$ cat src/rtl/fir_filter_mac.sv
// Time-multiplexed signed FIR filter: one shared multiply-accumulate, TAPS cycles per sample,
// run-time writable coefficient file, round-half-up scaling and saturating output.
module fir_filter_mac #(
    parameter int DATA_W    = 8,
    parameter int COEF_W    = 8,
    parameter int TAPS      = 74,
    parameter int ACC_W     = 24,
    parameter int FRAC_BITS = 8,
    parameter int OUT_W     = 8
) (
    input  logic                      clk,
    input  logic                      rst,
    input  logic                      in_valid,
    output logic                      in_ready,
    input  logic signed [DATA_W-1:0]  in_data,
    input  logic                      coef_we,
    input  logic [$clog2(TAPS)-1:0]   coef_addr,
    input  logic signed [COEF_W-1:0]  coef_wdata,
    output logic                      busy,
    output logic                      out_valid,
    output logic signed [OUT_W-1:0]   out_data,
    output logic                      sat_flag
);

    localparam int K_W     = $clog2(TAPS);
    localparam int PROD_W  = DATA_W + COEF_W;
    localparam int ROUND_C = (FRAC_BITS > 0) ? (1 << (FRAC_BITS - 1)) : 0;
    localparam logic [K_W-1:0] LAST_K = K_W'(TAPS - 1);
    localparam logic signed [ACC_W:0] OUT_MAX = (ACC_W + 1)'((2 ** (OUT_W - 1)) - 1);
    localparam logic signed [ACC_W:0] OUT_MIN = -OUT_MAX - 1;

    typedef enum logic [1:0] {
        S_IDLE,
        S_MAC,
        S_DONE
    } state_t;

    state_t                   r_state;
    state_t                   w_state_nxt;
    logic signed [DATA_W-1:0] r_x [TAPS];
    // NOTE: the coefficient file has no reset so coefficients survive rst; only its power-up value is defined.
    logic signed [COEF_W-1:0] r_coef [TAPS] = '{default: '0};
    logic signed [ACC_W-1:0]  r_acc;
    logic [K_W-1:0]           r_k;
    logic                     r_out_valid;
    logic signed [OUT_W-1:0]  r_out_data;
    logic                     r_sat_flag;

    logic                     w_in_ready;
    logic                     w_accept;
    logic                     w_coef_wr;
    logic signed [PROD_W-1:0] w_prod;
    logic signed [ACC_W-1:0]  w_prod_ext;
    logic signed [ACC_W:0]    w_biased;
    logic signed [ACC_W:0]    w_r;

    assign w_in_ready = (r_state == S_IDLE) && !rst;
    assign w_accept   = in_valid && w_in_ready;
    // Writes are accepted only in IDLE so a sample in flight always sees one coefficient set.
    assign w_coef_wr  = coef_we && (r_state == S_IDLE) && ({1'b0, coef_addr} < (K_W + 1)'(TAPS));

    assign w_prod     = r_coef[r_k] * r_x[r_k];
    assign w_prod_ext = w_prod;
    assign w_biased   = r_acc + (ACC_W + 1)'(ROUND_C);
    assign w_r        = w_biased >>> FRAC_BITS;

    always_comb begin
        w_state_nxt = r_state;
        case (r_state)
            S_IDLE:  if (w_accept) w_state_nxt = S_MAC;
            S_MAC:   if (r_k == LAST_K) w_state_nxt = S_DONE;
            S_DONE:  w_state_nxt = S_IDLE;
            default: w_state_nxt = S_IDLE;
        endcase
    end

    // NOTE: all state uses non-blocking assignments so every register samples pre-edge values.
    always_ff @(posedge clk) begin
        if (rst) begin
            r_state     <= S_IDLE;
            r_acc       <= '0;
            r_k         <= '0;
            r_out_valid <= 1'b0;
            r_out_data  <= '0;
            r_sat_flag  <= 1'b0;
            for (int i = 0; i < TAPS; i++) r_x[i] <= '0;
        end else begin
            r_state     <= w_state_nxt;
            r_out_valid <= 1'b0;
            case (r_state)
                S_IDLE: begin
                    if (w_accept) begin
                        r_x[0] <= in_data;
                        for (int i = 1; i < TAPS; i++) r_x[i] <= r_x[i-1];
                        r_acc <= '0;
                        r_k   <= '0;
                    end
                end
                S_MAC: begin
                    r_acc <= r_acc + w_prod_ext;
                    r_k   <= (r_k == LAST_K) ? '0 : r_k + 1'b1;
                end
                S_DONE: begin
                    r_out_valid <= 1'b1;
                    if (w_r > OUT_MAX) begin
                        r_out_data <= OUT_MAX[OUT_W-1:0];
                        r_sat_flag <= 1'b1;
                    end else if (w_r < OUT_MIN) begin
                        r_out_data <= OUT_MIN[OUT_W-1:0];
                        r_sat_flag <= 1'b1;
                    end else begin
                        r_out_data <= w_r[OUT_W-1:0];
                        r_sat_flag <= 1'b0;
                    end
                end
                default: ;
            endcase
        end
    end

    always_ff @(posedge clk) begin
        if (w_coef_wr) r_coef[coef_addr] <= coef_wdata;
    end

    assign in_ready  = w_in_ready;
    assign busy      = !w_in_ready;
    assign out_valid = r_out_valid;
    assign out_data  = r_out_data;
    assign sat_flag  = r_sat_flag;

endmodule

$ cat config.mk
export PLATFORM = sky130hd
export DESIGN_NAME = fir_filter_mac
export DESIGN_NICKNAME = d
export VERILOG_FILES = /design/src/rtl/fir_filter_mac.sv
export SDC_FILE = /design/constraint.sdc
export NUM_CORES = 2
export LEC_CHECK = 0
export CORE_UTILIZATION = 59
export DETAILED_ROUTE_END_ITERATION = 7
export PLACE_DENSITY = 0.75
export SLEW_MARGIN = 15
export SYNTH_ARGS = -nofsm -noshare
export SYNTH_HDL_FRONTEND = slang
export SYNTH_SLANG_ARGS = --single-unit
$ cat constraint.sdc
create_clock -name clk -period 34.2 [get_ports clk]
set_clock_uncertainty 0.2 [all_clocks]
set_input_delay 5.13 -clock clk [delete_from_list [all_inputs] [get_ports clk]]
set_output_delay 5.13 -clock clk [all_outputs]
set_load 0.01 [all_outputs]
# Word-level counts from Yosys, hierarchy flattened
# Memories as Yosys holds them, arrays and structs flattened. A register that Yosys moved wholly into a read port is not among the register bits.
# Cells that the tools add are included.
# op_classes
mul	1
add_sub_neg	3
order_cmp	3
n_eq_ne	5
n_mux	99
bitwise_logic	74
reduce_logical	10
# op_table
cell	count
8-bit two-way mux	76
1-bit bitwise OR	74
24-bit one-hot mux with 2 select lines	1
7-bit two-way mux	6
24-bit by 9-bit adder with 25-bit output, second input constant	1
24-bit by 16-bit adder with 24-bit output	1
24-bit two-way mux	1
17-bit by 8-bit > comparator with 1-bit output, second input constant	1
17-bit by 8-bit < comparator with 1-bit output, second input constant	1
8-bit by 8-bit multiplier with 16-bit output	1
7-bit one-hot mux with 2 select lines	1
1-bit two-way mux	11
7-bit by 1-bit adder with 7-bit output, second input constant	1
7-bit == test, second input constant	1
7-bit < comparator, second input constant	1
1-bit logical AND	4
2-bit two-way mux	2
2-bit inequality test, second input constant	2
2-bit one-hot mux with 2 select lines	1
2-bit AND reduction	2
2-bit by 1-bit == test with 1-bit output, second input constant	1
2-bit == test, second input constant	1
1-bit zero test	2
2-bit zero test	1
2-bit nonzero test	1
# totals
ram_bits	1184
in_bits	27
mem_count	2
reg_bits	43
output_inout_bits	12
wordCells	203
# memory_table
name	depth	width	read_ports	rd_clocked_by_memory_dff	wr	line_no	text
r_coef	74	8	1	1	1	42	logic signed [COEF_W-1:0] r_coef [TAPS] = '{default: '0};
r_x	74	8	74	1	74	40	logic signed [DATA_W-1:0] r_x [TAPS];

# Logic depth before layout (Yosys ltp)
# logic_depth
ltp_word	8
depth_mapped	29
depth_no_buf	25

# Worst setup path after synthesis
# Ideal clock, no wire load.
# synth_path
kind	input-to-reg
from	in rst
to	mem r_x[0][0] (enable)
t_required_ns	32.934
path_slack_ns	13.221
stages	3
path_buffers	2
arrival_ns	19.712
setup_ns	1.066
path_cell_list	clkbuf_1 -> clkbuf_1 -> nand2b_1
# synth_lines
element	line_no	text
start, declared	12	input logic rst,
end, declared	40	

# Worst setup path in the final report
# layout_path
from	in rst
to	out in_ready
# layout_between
elab_chain_len	2
# layout_lines
element	line_no	text
1-bit zero test	57	assign w_in_ready = (r_state == S_IDLE) && !rst;
1-bit logical AND	57	
end, declared	14	output logic in_ready,
# Every way passes these cells.

==> impl_metrics.prom <==
# TYPE chip_impl_metric gauge
chip_impl_info{name="status",value="completed"} 1
chip_impl_metric{name="diodes",unit=""} 0
chip_impl_metric{name="routed_wl",unit="µm"} 119000
chip_impl_metric{name="synth_cell_type_count",unit=""} 67
chip_impl_metric{name="ctsHtreeMaxLevel",unit=""} 3
chip_impl_metric{name="final_stage_net_count",unit=""} 3470
chip_impl_metric{name="grt_pass1_wl",unit="µm"} 185000
chip_impl_info{name="synthDominantAreaCellType",value="sky130_fd_sc_hd__edfxtp_1"} 1
chip_impl_metric{name="fmax",unit="MHz"} 79.9
chip_impl_metric{name="seqCellArea",unit="µm²"} 36600
chip_impl_info{name="critical_path.startpoint_type",value="primary input"} 1
chip_impl_metric{name="cts_buffer_depth",unit=""} 3
chip_impl_metric{name="route.detailed.drc",unit=""} 0
chip_impl_metric{name="synth-async-reset-ratio",unit="%"} 0
chip_impl_metric{name="vdd_ir_drop_max",unit="µV"} 55.8
chip_impl_info{name="cp_slowest_cell",value="sky130_fd_sc_hd__buf_4"} 1
chip_impl_metric{name="antenna_left",unit=""} 0
chip_impl_metric{name="critical_path_arrival",unit="ns"} 7.18
chip_impl_metric{name="die_width",unit="µm"} 310
chip_impl_metric{name="area_growth_syn_to_layout",unit="%"} 8.94
chip_impl_metric{name="tightest_slew",unit="ns"} 1.18
chip_impl_metric{name="via_count",unit=""} 30100
chip_impl_metric{name="nFillCells",unit=""} 6268
chip_impl_metric{name="placeableCoreArea",unit="µm²"} 93600
chip_impl_info{name="clock_tree.root_cell",value="sky130_fd_sc_hd__clkbuf_16"} 1
chip_impl_metric{name="io_pins",unit=""} 39
chip_impl_metric{name="timing.final.crit_period",unit="ns"} 12.51
chip_impl_metric{name="multiInputGateArea",unit="µm²"} 18000
chip_impl_metric{name="hold-path-cell-count",unit=""} 2
chip_impl_metric{name="max_cap_viol_count",unit=""} 0
chip_impl_metric{name="hpwl_after_dpl",unit="µm"} 69500
chip_impl_metric{name="timing.reg2reg.worst_path_depth",unit=""} 23
chip_impl_metric{name="dpl-instance-area",unit="µm²"} 57200
chip_impl_metric{name="grt_pass1_vias",unit=""} 30800
chip_impl_info{name="worst_setup_path_end_kind",value="output port"} 1
chip_impl_metric{name="drt_pre_antenna_iters",unit=""} 6
chip_impl_info{name="clock_tree_from_tritoncts",value="done"} 1
chip_impl_info{name="worstPathCellList",value="buf_2 -> buf_4 -> nor3_2 -> buf_4 -> clkdlybuf4s50_1"} 1
chip_impl_metric{name="count_of_hold_fix_buffers_inserted_at_cts",unit=""} 0
chip_impl_metric{name="final_layout_size_suffix_gt1_share",unit="%"} 17.3
chip_impl_metric{name="clk_pin_slew_worst_paths",unit="ns"} 0.06
chip_impl_info{name="path_delay_family",value="buffers and inverters"} 1
chip_impl_metric{name="cts.repair_timing.setup_buffer_count",unit=""} 0
chip_impl_metric{name="synth_enable_flop_cells",unit=""} 1184
chip_impl_metric{name="power.density_cell_area",unit="nW/µm²"} 64.0
chip_impl_metric{name="stdcell_area",unit="µm²"} 61000
chip_impl_metric{name="globalRoute.totalOverflow",unit=""} 0
chip_impl_metric{name="yosys_register_bits",unit=""} 1234
chip_impl_metric{name="synth.avg_cell_area",unit="µm²"} 16.9
chip_impl_metric{name="setup_violations",unit=""} 0
chip_impl_info{name="synth.area.top_cells",value="sky130_fd_sc_hd__edfxtp_1 64%, sky130_fd_sc_hd__mux4_2 13%, sky130_fd_sc_hd__and3_1 6.0%"} 1
chip_impl_metric{name="syn-num-nets",unit=""} 3509
chip_impl_metric{name="grt_antenna_before_repair",unit=""} 0
chip_impl_metric{name="synth.cell_area",unit="µm²"} 56000
chip_impl_metric{name="required",unit="ns"} 28.87
chip_impl_metric{name="timing.final.max_slew_violations",unit=""} 0
chip_impl_metric{name="fin_tns_setup",unit="ns"} 0
chip_impl_metric{name="floorplan.die_area",unit="µm²"} 96100
chip_impl_metric{name="drt-wirelength-per-cell",unit="µm"} 25.7
chip_impl_metric{name="critical_path.max_stage_delay",unit="ns"} 0.67
chip_impl_metric{name="grt_max_degree",unit=""} 298
chip_impl_metric{name="detail_route.vias_per_cell",unit=""} 6.50
chip_impl_info{name="critPathMostFrequentCell",value="sky130_fd_sc_hd__buf_4"} 1
chip_impl_metric{name="worstSetupPathDepth",unit=""} 5
chip_impl_metric{name="cts-buffers-inserted",unit=""} 120
chip_impl_metric{name="place.gp.congestion",unit=""} 0.838
chip_impl_metric{name="dr.first_iter.drc_count",unit=""} 3586
chip_impl_metric{name="cp_num_buf_inv",unit=""} 4
chip_impl_metric{name="die-height",unit="µm"} 310
chip_impl_metric{name="timing.final.hold_violations",unit=""} 0
chip_impl_info{name="synth_ff_type",value="sky130_fd_sc_hd__edfxtp_1"} 1
chip_impl_info{name="setup.worst_path.class",value="in -> out"} 1
chip_impl_metric{name="ys_warn_count",unit=""} 0
chip_impl_metric{name="global_route.usage.total",unit="%"} 25.4
chip_impl_metric{name="gate_count_post_synth",unit=""} 3321
chip_impl_info{name="most-common-layout-cells",value="1184 x sky130_fd_sc_hd__edfxtp_1, 535 x sky130_fd_sc_hd__and3_1, 333 x sky130_fd_sc_hd__mux4_2"} 1
chip_impl_metric{name="worst_skew_pair.late_latency",unit="ns"} 0.74
chip_impl_metric{name="count_of_cells_resized_by_post_cts_repair",unit=""} 0
chip_impl_metric{name="synth-seq-area-share",unit="%"} 65.3
chip_impl_metric{name="clock_sink_count",unit=""} 1234
chip_impl_metric{name="rows",unit=""} 112
chip_impl_metric{name="crit_path_max_fanout",unit=""} 104
chip_impl_metric{name="static-leakage-power",unit="nW"} 22.2
chip_impl_info{name="mostFrequentLayoutCell",value="sky130_fd_sc_hd__edfxtp_1"} 1
chip_impl_metric{name="period_share",unit="%"} 36.6
chip_impl_metric{name="timing.slew.headroom",unit="%"} 21.6
chip_impl_info{name="hold_crit_path_type",value="reg -> reg"} 1
chip_impl_metric{name="initial_core_util",unit="%"} 59.8
chip_impl_metric{name="yosys.area.top_type_share",unit="%"} 63.5
chip_impl_info{name="grt_setup_unrepaired",value="no"} 1
chip_impl_metric{name="port_buffers",unit=""} 38
## worst reg2reg max path, stage by stage, from the launching register on
cell	delay (ns)
sky130_fd_sc_hd__dfxtp_4	0.68
sky130_fd_sc_hd__buf_4	0.72
sky130_fd_sc_hd__buf_12	0.75
sky130_fd_sc_hd__buf_4	0.92
sky130_fd_sc_hd__mux4_2	0.64
sky130_fd_sc_hd__mux4_2	0.56
sky130_fd_sc_hd__o22ai_1	0.20
sky130_fd_sc_hd__a211o_1	0.41
sky130_fd_sc_hd__nor2_1	0.23
sky130_fd_sc_hd__fa_1	0.60
sky130_fd_sc_hd__fa_1	0.87
sky130_fd_sc_hd__inv_1	0.17
sky130_fd_sc_hd__fa_1	0.51
sky130_fd_sc_hd__inv_1	0.05
sky130_fd_sc_hd__fa_1	0.37
sky130_fd_sc_hd__ha_1	0.31
sky130_fd_sc_hd__ha_1	0.33
sky130_fd_sc_hd__a21oi_1	0.15
sky130_fd_sc_hd__o21ai_0	0.16
sky130_fd_sc_hd__o21a_1	0.22
sky130_fd_sc_hd__a311o_1	0.38
sky130_fd_sc_hd__o211ai_1	0.27
sky130_fd_sc_hd__nand3_1	0.11
sky130_fd_sc_hd__a32o_1	0.27
## final cells by class
cell class,instances,area share (%)
Sequential cell,1234,60.0
Multi-Input combinational cell,1741,29.5
Clock buffer,149,5.10
Tap cell,1254,2.57
Timing Repair Buffer,79,1.16
Clock inverter,75,1.07
Inverter,106,0.653
## cell usage after synthesis, types with 16 or more instances
master	count
sky130_fd_sc_hd__buf_4	28
sky130_fd_sc_hd__dfxtp_1	50
sky130_fd_sc_hd__edfxtp_1	1184
sky130_fd_sc_hd__nor2_1	166
sky130_fd_sc_hd__clkbuf_1	163
sky130_fd_sc_hd__a211oi_1	16
sky130_fd_sc_hd__buf_2	34
sky130_fd_sc_hd__nand3_1	28
sky130_fd_sc_hd__inv_1	101
sky130_fd_sc_hd__mux4_2	333
sky130_fd_sc_hd__o21ai_0	39
sky130_fd_sc_hd__ha_1	57
sky130_fd_sc_hd__and3_1	535
sky130_fd_sc_hd__fa_1	104
sky130_fd_sc_hd__nand2_1	87
sky130_fd_sc_hd__a21oi_1	24
sky130_fd_sc_hd__nor2b_1	86
sky130_fd_sc_hd__mux2i_1	68
## state kept, by name (all words and copies together) (netlist names), named ones only
signal / cells
out_valid: 1
r_acc: 24
r_x: 592
r_state: 2
out_data: 8
r_k: 7
sat_flag: 1
r_coef: 592
## per-stage QoR
step / total power, mW / std cells / utilization, % / setup WS (ns) / hold WS [ns]
after floorplan: 2.48 / 3321 / - / 13.22 / 0.225
after global placement: 2.61 / 4413 / 61.1 / 21.72 / 0.239
after detailed placement: 2.64 / 4413 / 61.1 / 21.67 / 0.253
after CTS: 3.91 / 4637 / 65.1 / 21.67 / 0.266
after global routing: 4.08 / 4638 / 65.1 / 21.46 / 0.310
final: 3.90 / 4638 / 65.1 / 21.69 / 0.264
## cells by family (layout without fill, tap and decap cells)
| kind of cell | after synthesis | in the layout | synth area share [%] |
|---|---|---|---|
| flops | 1234 | 1234 | 65.3 |
| xor+xnor | 25 | 25 | 0.391 |
| buf+inv | 346 | 409 | 2.64 |
| compound gates | 171 | 171 | 2.05 |
| fa+ha+maj | 161 | 161 | 4.99 |
| mux | 407 | 407 | 14.7 |
| simple gates | 977 | 977 | 9.88 |
## worst paths after layout
kind,start,end,slack [ns]
worst min register to register,r_acc[6],r_acc[6],0.26
worst max register to register,register,r_acc[23],24.03
worst min-delay path,r_acc[6],r_acc[6],0.26
worst max-delay path,rst,in_ready,21.69
## report_power, final
group          internal [mW]  leakage (nW)  total, mW  switching [mW]
combinational          0.382          8.40      0.862           0.480
sequential              1.73          12.0       1.77          0.0408
clock                  0.701          1.82       1.27           0.572
## routing by layer
metal,GRT usage (%),vias up,share of wire (%)
li1,-,13000,-
met1,37.2,15600,41
met2,40.3,1342,49
met3,3.73,218,7.2
met4,7.47,0,2.6
met5,0,-,0
Power figures use the tool's default switching activity.
